$ cat config.mk
export PLATFORM = sky130hd
export DESIGN_NAME = hazard_ctrl
export DESIGN_NICKNAME = d
export VERILOG_FILES = /design/src/rtl/core_pkg.sv /design/src/rtl/hazard_detect.sv /design/src/rtl/hazard_ctrl.sv
export SDC_FILE = /design/constraint.sdc
export NUM_CORES = 1
export LEC_CHECK = 0
export CORE_UTILIZATION = 49
export DETAILED_ROUTE_END_ITERATION = 12
export PLACE_DENSITY = 0.82
export SYNTH_ARGS = -nofsm -noshare
export SYNTH_HDL_FRONTEND = slang
export SYNTH_SLANG_ARGS = --single-unit
$ cat constraint.sdc
create_clock -name clk -period 2.03 [get_ports clk]
set_input_delay 0.406 -clock clk [delete_from_list [all_inputs] [get_ports clk]]
set_output_delay 0.406 -clock clk [all_outputs]
set_load 0.02 [all_outputs]
$ cat src/rtl/core_pkg.sv
// Shared definitions for the 5-stage core: writeback-select encodings,
// register address width and the hazard-controller state type.
// Ports: none (package).
package core_pkg;

  // Register file address width (x0..x31)
  localparam int REG_AW = 5;

  // Writeback select encodings for the EX stage
  localparam logic [1:0] WB_ALU = 2'b00;
  localparam logic [1:0] WB_MEM = 2'b01;
  localparam logic [1:0] WB_PC4 = 2'b10;

  // Hazard controller FSM state, kept as plain constants for legacy tools
  typedef logic [1:0] hz_state_t;
  localparam hz_state_t HZ_RUN      = 2'd0;
  localparam hz_state_t HZ_MEM_WAIT = 2'd1;
  localparam hz_state_t HZ_FLUSH    = 2'd2;

endpackage

$ cat src/rtl/hazard_detect.sv
// Load-use hazard comparator: flags an ID instruction that reads the
// destination of a load currently in EX. Purely combinational, 0 latency.
// Ports: i_id_rs1addr/i_id_rs2addr/i_id_uses_rs1/i_id_uses_rs2 (ID sources),
//        i_ex_rdaddr/i_ex_regwr/i_ex_wbsel (EX producer), o_load_use.
module hazard_detect
  import core_pkg::*;
(
  input  logic [REG_AW-1:0] i_id_rs1addr,
  input  logic [REG_AW-1:0] i_id_rs2addr,
  input  logic              i_id_uses_rs1,
  input  logic              i_id_uses_rs2,
  input  logic [REG_AW-1:0] i_ex_rdaddr,
  input  logic              i_ex_regwr,
  input  logic [1:0]        i_ex_wbsel,
  output logic              o_load_use
);

  logic w_ex_is_load;
  logic w_rs1_hit;
  logic w_rs2_hit;

  // x0 is hardwired to zero, so a load targeting it never creates a dependency
  assign w_ex_is_load = i_ex_regwr && (i_ex_wbsel == WB_MEM) && (i_ex_rdaddr != '0);
  assign w_rs1_hit    = i_id_uses_rs1 && (i_id_rs1addr == i_ex_rdaddr);
  assign w_rs2_hit    = i_id_uses_rs2 && (i_id_rs2addr == i_ex_rdaddr);
  assign o_load_use   = w_ex_is_load && (w_rs1_hit || w_rs2_hit);

endmodule

$ cat src/rtl/hazard_ctrl.sv
// Pipeline hazard controller: sequences stall/bubble/flush/redirect for
// PC, IF/ID, ID/EX and EX/MEM; keeps saturating stall and flush counters.
// Ports: clk, rst (async active-low); ID/EX hazard inputs; mem_req/mem_ack;
//        Mealy control outputs (0 latency); mem_timeout_err; stall_cnt/flush_cnt.
module hazard_ctrl
  import core_pkg::*;
#(
  parameter int FLUSH_CYCLES = 1,
  parameter int MEM_TIMEOUT  = 255,
  parameter int CNT_W        = 32
) (
  input  logic              clk,
  input  logic              rst,
  input  logic [REG_AW-1:0] id_rs1addr,
  input  logic [REG_AW-1:0] id_rs2addr,
  input  logic              id_uses_rs1,
  input  logic              id_uses_rs2,
  input  logic [REG_AW-1:0] ex_rdaddr,
  input  logic              ex_regwr,
  input  logic [1:0]        ex_wbsel,
  input  logic              ex_br_taken,
  input  logic              mem_req,
  input  logic              mem_ack,
  output logic              pc_stall,
  output logic              ifid_stall,
  output logic              ifid_flush,
  output logic              idex_stall,
  output logic              exmem_stall,
  output logic              pc_redirect,
  output logic              mem_timeout_err,
  output logic [CNT_W-1:0]  stall_cnt,
  output logic [CNT_W-1:0]  flush_cnt
);

  // The redirect cycle is the first bubble; FLUSH covers the remaining
  // FLUSH_CYCLES-1 cycles, so the down-counter is loaded with FLUSH_CYCLES-2.
  localparam int         FLUSH_LOAD_I = (FLUSH_CYCLES > 1) ? (FLUSH_CYCLES - 2) : 0;
  localparam logic [1:0] FLUSH_LOAD   = FLUSH_LOAD_I[1:0];

  localparam int                WAIT_W   = $clog2(MEM_TIMEOUT + 1);
  localparam logic [WAIT_W-1:0] WAIT_MAX = WAIT_W'(MEM_TIMEOUT);
  localparam logic [WAIT_W-1:0] WAIT_TRIP = WAIT_W'(MEM_TIMEOUT - 1);
  localparam logic [CNT_W-1:0]  CNT_ONE  = CNT_W'(1);

  hz_state_t         r_state;
  logic [1:0]        r_flush_left;
  logic [WAIT_W-1:0] r_wait_cnt;
  logic              r_err;
  logic [CNT_W-1:0]  r_stall_cnt;
  logic [CNT_W-1:0]  r_flush_cnt;

  hz_state_t  w_state_nxt;
  logic [1:0] w_flush_left_nxt;
  logic       w_load_use;
  logic       w_mem_stall;
  logic       w_pc_stall;
  logic       w_ifid_stall;
  logic       w_ifid_flush;
  logic       w_idex_stall;
  logic       w_exmem_stall;
  logic       w_pc_redirect;

  hazard_detect u_hazard_detect (
    .i_id_rs1addr  (id_rs1addr),
    .i_id_rs2addr  (id_rs2addr),
    .i_id_uses_rs1 (id_uses_rs1),
    .i_id_uses_rs2 (id_uses_rs2),
    .i_ex_rdaddr   (ex_rdaddr),
    .i_ex_regwr    (ex_regwr),
    .i_ex_wbsel    (ex_wbsel),
    .o_load_use    (w_load_use)
  );

  // An access acknowledged in the same cycle it is presented costs nothing
  assign w_mem_stall = mem_req && !mem_ack;

  always_comb begin
    w_state_nxt      = r_state;
    w_flush_left_nxt = r_flush_left;
    w_pc_stall       = 1'b0;
    w_ifid_stall     = 1'b0;
    w_ifid_flush     = 1'b0;
    w_idex_stall     = 1'b0;
    w_exmem_stall    = 1'b0;
    w_pc_redirect    = 1'b0;

    case (r_state)
      HZ_RUN: begin
        if (w_mem_stall) begin
          // Freeze the whole front end; a branch sitting in EX is held, not taken
          w_pc_stall    = 1'b1;
          w_ifid_stall  = 1'b1;
          w_idex_stall  = 1'b1;
          w_exmem_stall = 1'b1;
          w_state_nxt   = HZ_MEM_WAIT;
        end else if (ex_br_taken) begin
          // The ID instruction is wrong-path, so any load-use on it is moot
          w_pc_redirect = 1'b1;
          w_ifid_flush  = 1'b1;
          w_idex_stall  = 1'b1;
          if (FLUSH_CYCLES > 1) begin
            w_state_nxt      = HZ_FLUSH;
            w_flush_left_nxt = FLUSH_LOAD;
          end
        end else if (w_load_use) begin
          // One cycle is enough: next cycle the load is in MEM and forwards
          w_pc_stall   = 1'b1;
          w_ifid_stall = 1'b1;
          w_idex_stall = 1'b1;
        end
      end

      HZ_MEM_WAIT: begin
        if (!mem_ack) begin
          w_pc_stall    = 1'b1;
          w_ifid_stall  = 1'b1;
          w_idex_stall  = 1'b1;
          w_exmem_stall = 1'b1;
        end else begin
          // Branch and load-use are re-examined only once back in RUN
          w_state_nxt = HZ_RUN;
        end
      end

      HZ_FLUSH: begin
        if (w_mem_stall) begin
          w_pc_stall       = 1'b1;
          w_ifid_stall     = 1'b1;
          w_idex_stall     = 1'b1;
          w_exmem_stall    = 1'b1;
          w_state_nxt      = HZ_MEM_WAIT;
          w_flush_left_nxt = 2'd0;
        end else begin
          w_ifid_flush = 1'b1;
          w_idex_stall = 1'b1;
          if (r_flush_left == 2'd0) begin
            w_state_nxt = HZ_RUN;
          end else begin
            w_flush_left_nxt = r_flush_left - 2'd1;
          end
        end
      end

      default: begin
        w_state_nxt      = HZ_RUN;
        w_flush_left_nxt = 2'd0;
      end
    endcase
  end

  // While reset is asserted every control is forced low, independent of inputs
  assign pc_stall        = w_pc_stall    && rst;
  assign ifid_stall      = w_ifid_stall  && rst;
  assign ifid_flush      = w_ifid_flush  && rst;
  assign idex_stall      = w_idex_stall  && rst;
  assign exmem_stall     = w_exmem_stall && rst;
  assign pc_redirect     = w_pc_redirect && rst;
  assign mem_timeout_err = r_err;
  assign stall_cnt       = r_stall_cnt;
  assign flush_cnt       = r_flush_cnt;

  always_ff @(posedge clk or negedge rst) begin
    if (!rst) begin
      r_state      <= HZ_RUN;
      r_flush_left <= 2'd0;
    end else begin
      r_state      <= w_state_nxt;
      r_flush_left <= w_flush_left_nxt;
    end
  end

  // Wait counter runs only in MEM_WAIT; it stops at MEM_TIMEOUT so it cannot
  // wrap, and the error flag is sticky until reset.
  always_ff @(posedge clk or negedge rst) begin
    if (!rst) begin
      r_wait_cnt <= '0;
      r_err      <= 1'b0;
    end else if (r_state == HZ_MEM_WAIT) begin
      if (r_wait_cnt != WAIT_MAX) begin
        r_wait_cnt <= r_wait_cnt + WAIT_W'(1);
      end
      if (r_wait_cnt == WAIT_TRIP) begin
        r_err <= 1'b1;
      end
    end else begin
      r_wait_cnt <= '0;
    end
  end

  always_ff @(posedge clk or negedge rst) begin
    if (!rst) begin
      r_stall_cnt <= '0;
      r_flush_cnt <= '0;
    end else begin
      if (w_pc_stall && (r_stall_cnt != '1)) begin
        r_stall_cnt <= r_stall_cnt + CNT_ONE;
      end
      if (w_pc_redirect && (r_flush_cnt != '1)) begin
        r_flush_cnt <= r_flush_cnt + CNT_ONE;
      end
    end
  end

endmodule

==> results_dict.tcl <==
set metrics [dict create \
    rows 31 \
    root_buffer "clkbuf_8" \
    drive_above_1_share_pct 25.0 \
    yosys-top-cells-area "dfrtp_1 49%, xnor2_1 10%, xor2_1 6.7%" \
    critPathKind "input pin to output pin" \
    ys.flop_type "dfrtp_1" \
    antenna_found_initial 0 \
    cts_tree "yes" \
    totalWireLength_um 10100 \
    rsz0062_at_grt "yes" \
    finalPower_w 0.00387 \
    power_density_nw_per_um2 683 \
    max_cap_viol_count 0 \
    yosysUniqueCellTypes 44 \
    synthesis.nets 388 \
    port_buffers 95 \
    wl_met1_um 4320 \
    status "finished clean" \
    yosys-top-cells-count "74 x dfrtp_1, 45 x xnor2_1, 29 x xor2_1" \
    n_antenna_cell 0 \
    fin_crit_ps 2010 \
    yosys.cell_count.top_type "dfrtp_1" \
    clock_latency_ps 330 \
    wl_met3_um 458 \
    grt_max_degree 54 \
    synth_warnings 0 \
    synth_top_area_share_pct 49.0 \
    initial_core_util_pct 51.3 \
    grt_pass1_vias 3356 \
    synth-seq-area-share_pct 49.0 \
    cp.arrival_ps 1600 \
    relSlewSlack_pct 55.1 \
    grt_overflow_total 0 \
    synth-seq-cells 74 \
    drt_iter0_drc 114 \
    worstMarginPinSlew_ps 674 \
    yosys.area.top_type "dfrtp_1" \
    highest_layer "met4" \
    post_drt_wl_per_cell_um 16.2 \
    h-tree-depth 3 \
    dr_wl_met2_um 5130 \
    numCtsBuffers 9 \
    dp_hpwl_um 6810 \
    cts.sinks 74 \
    syn2layout_area_growth_pct 50.0 \
    core_area_um2 7370 \
    vias_per_cell 5.45 \
    setup_violations 0 \
    worstPathMaxFanout 3 \
    drc 0 \
    path_clk_slew_ps 70 \
    ant_nets 0 \
    track_usage_pct 24.5 \
    hold_path.class "input pin to async pin" \
    clock.fmax_ghz 0.498 \
    fp.dieH_um 89.8 \
    grt_first_pass_wirelength_um 16100 \
    synthesis.instances 359 \
    clockBufferDepth 2 \
    stdcell_area_um2 5670 \
    crit_required_ps 1620 \
    placed_cell_area_um2 5230 \
    ioPinCount 96 \
    netlist_area_um2 3780 \
    crit_path_end_kind "output pin" \
    routabilityCongestion 0.853 \
    nNetsFinal 549 \
    p_leak_nw 2.66 \
    die_width_um 89.8 \
    synth_area_per_cell_um2 10.5 \
    hold_viol 0 \
    period_share_pct 98.9 \
    fin_skew_ps 10.8 \
    peakVddDrop_mv 0.630 \
    num_vias 3402 \
    dieArea_um2 8070 \
    async_flop_share_pct 100 \
    firstDrtPassIters 4 \
    synth_edf_count 0 \
    slew_violations 0 \
    worst_setup_path_start_kind "input pin" \
]
-- area by class of cell --
cell class / count / area (um2)
well taps: 99 / 124
multi-input cells: 267 / 2000
flip-flops and latches: 74 / 1850
fillers: 494 / 1700
inverters: 8 / 30.0
repair buffers: 160 / 1430
clock buffers: 12 / 165
clock inverters: 4 / 72.6
-- cell usage in the layout, fill, tap and decap left out, types with 3 or more instances in the layout --
cell type,n
ha_1,4
buf_6,3
and3_4,3
nand3_1,25
dlygate4sd2_1,3
clkdlybuf4s15_1,6
xor2_1,29
clkdlybuf4s50_1,67
dfrtp_1,73
nor4_1,5
and4_1,10
a31oi_1,4
buf_4,63
and2_1,12
nor3b_1,3
nand2_1,22
dlymetal6s2s_1,4
xnor2_1,38
xnor2_2,7
nor3_1,7
and3_1,14
nand4_1,24
nor2_1,20
buf_2,5
inv_1,8
clkbuf_2,5
clkbuf_8,12
o21ai_0,4
mux2_2,3
-- final timing paths --
check                                 from              end  slack (ps)  cells after the start
max in group asynchronous              rst     flush_cnt[2]         690                      3
min in group clk           mem_timeout_err  mem_timeout_err         490                      1
min reg2reg                mem_timeout_err  mem_timeout_err         490                      1
max reg2reg                  flush_cnt[13]    flush_cnt[14]          70                      7
max                           ex_rdaddr[0]         pc_stall          20                      7
min                                    rst    stall_cnt[24]         450                      2
-- worst max-delay path, cell delays in order --
cell	delay, ps
clkbuf_2	130
xnor2_1	190
nand4_1	170
buf_4	180
o221ai_4	170
and3_4	230
buf_6	110
-- cells by family after synthesis --
kind of cell | synth area share, %
simple gates | 25.7
fa+ha+maj | 1.32
compound gates | 3.41
flops | 49.0
buf+inv | 2.55
mux | 0.893
xor+xnor | 17.1
-- repair_timing --
item	4_1_cts	5_1_grt
resized for setup	61	41
endpoints found under the setup margin	36	24
cloned	0	2
hold buffers	1	0
pin swaps	20	20
endpoints found under the hold margin	3	0
buffers inserted	2	4
-- stage by stage --
stage                     TNS (ps)  std cells  utilization (%)  hold slack [ps]  setup slack [ps]
after floorplan                  0        359                -              110              51.7
after global placement      -19450        599             70.9              238              -683
after detailed placement    -23440        599             70.9              238              -764
after CTS                        0        618             74.5              427             0.695
after global routing          -218        624             77.0              436             -71.0
final                            0        624             77.0              448              23.2
-- power breakdown --
group	leakage, nW	switching (W)	internal, W
Clock	0.119	0.000537	0.000792
Combinational	1.54	0.000418	0.000433
Sequential	1.00	0.000114	0.00158
Total	2.66	0.00107	0.00280
-- registers in the layout (all words and copies together) (netlist names) --
signal	cells
stall_cnt	32
r_wait_cnt	8
flush_cnt	32
r_state	1
mem_timeout_err	1
-- per-layer routing --
| layer | up-vias | GRT usage (%) |
|---|---|---|
| li1 | 1588 | - |
| met1 | 1705 | 32.4 |
| met2 | 93 | 41.0 |
| met3 | 16 | 4.31 |
| met4 | 0 | 8.06 |
| met5 | - | 0 |
Power figures use the tool's default switching activity.
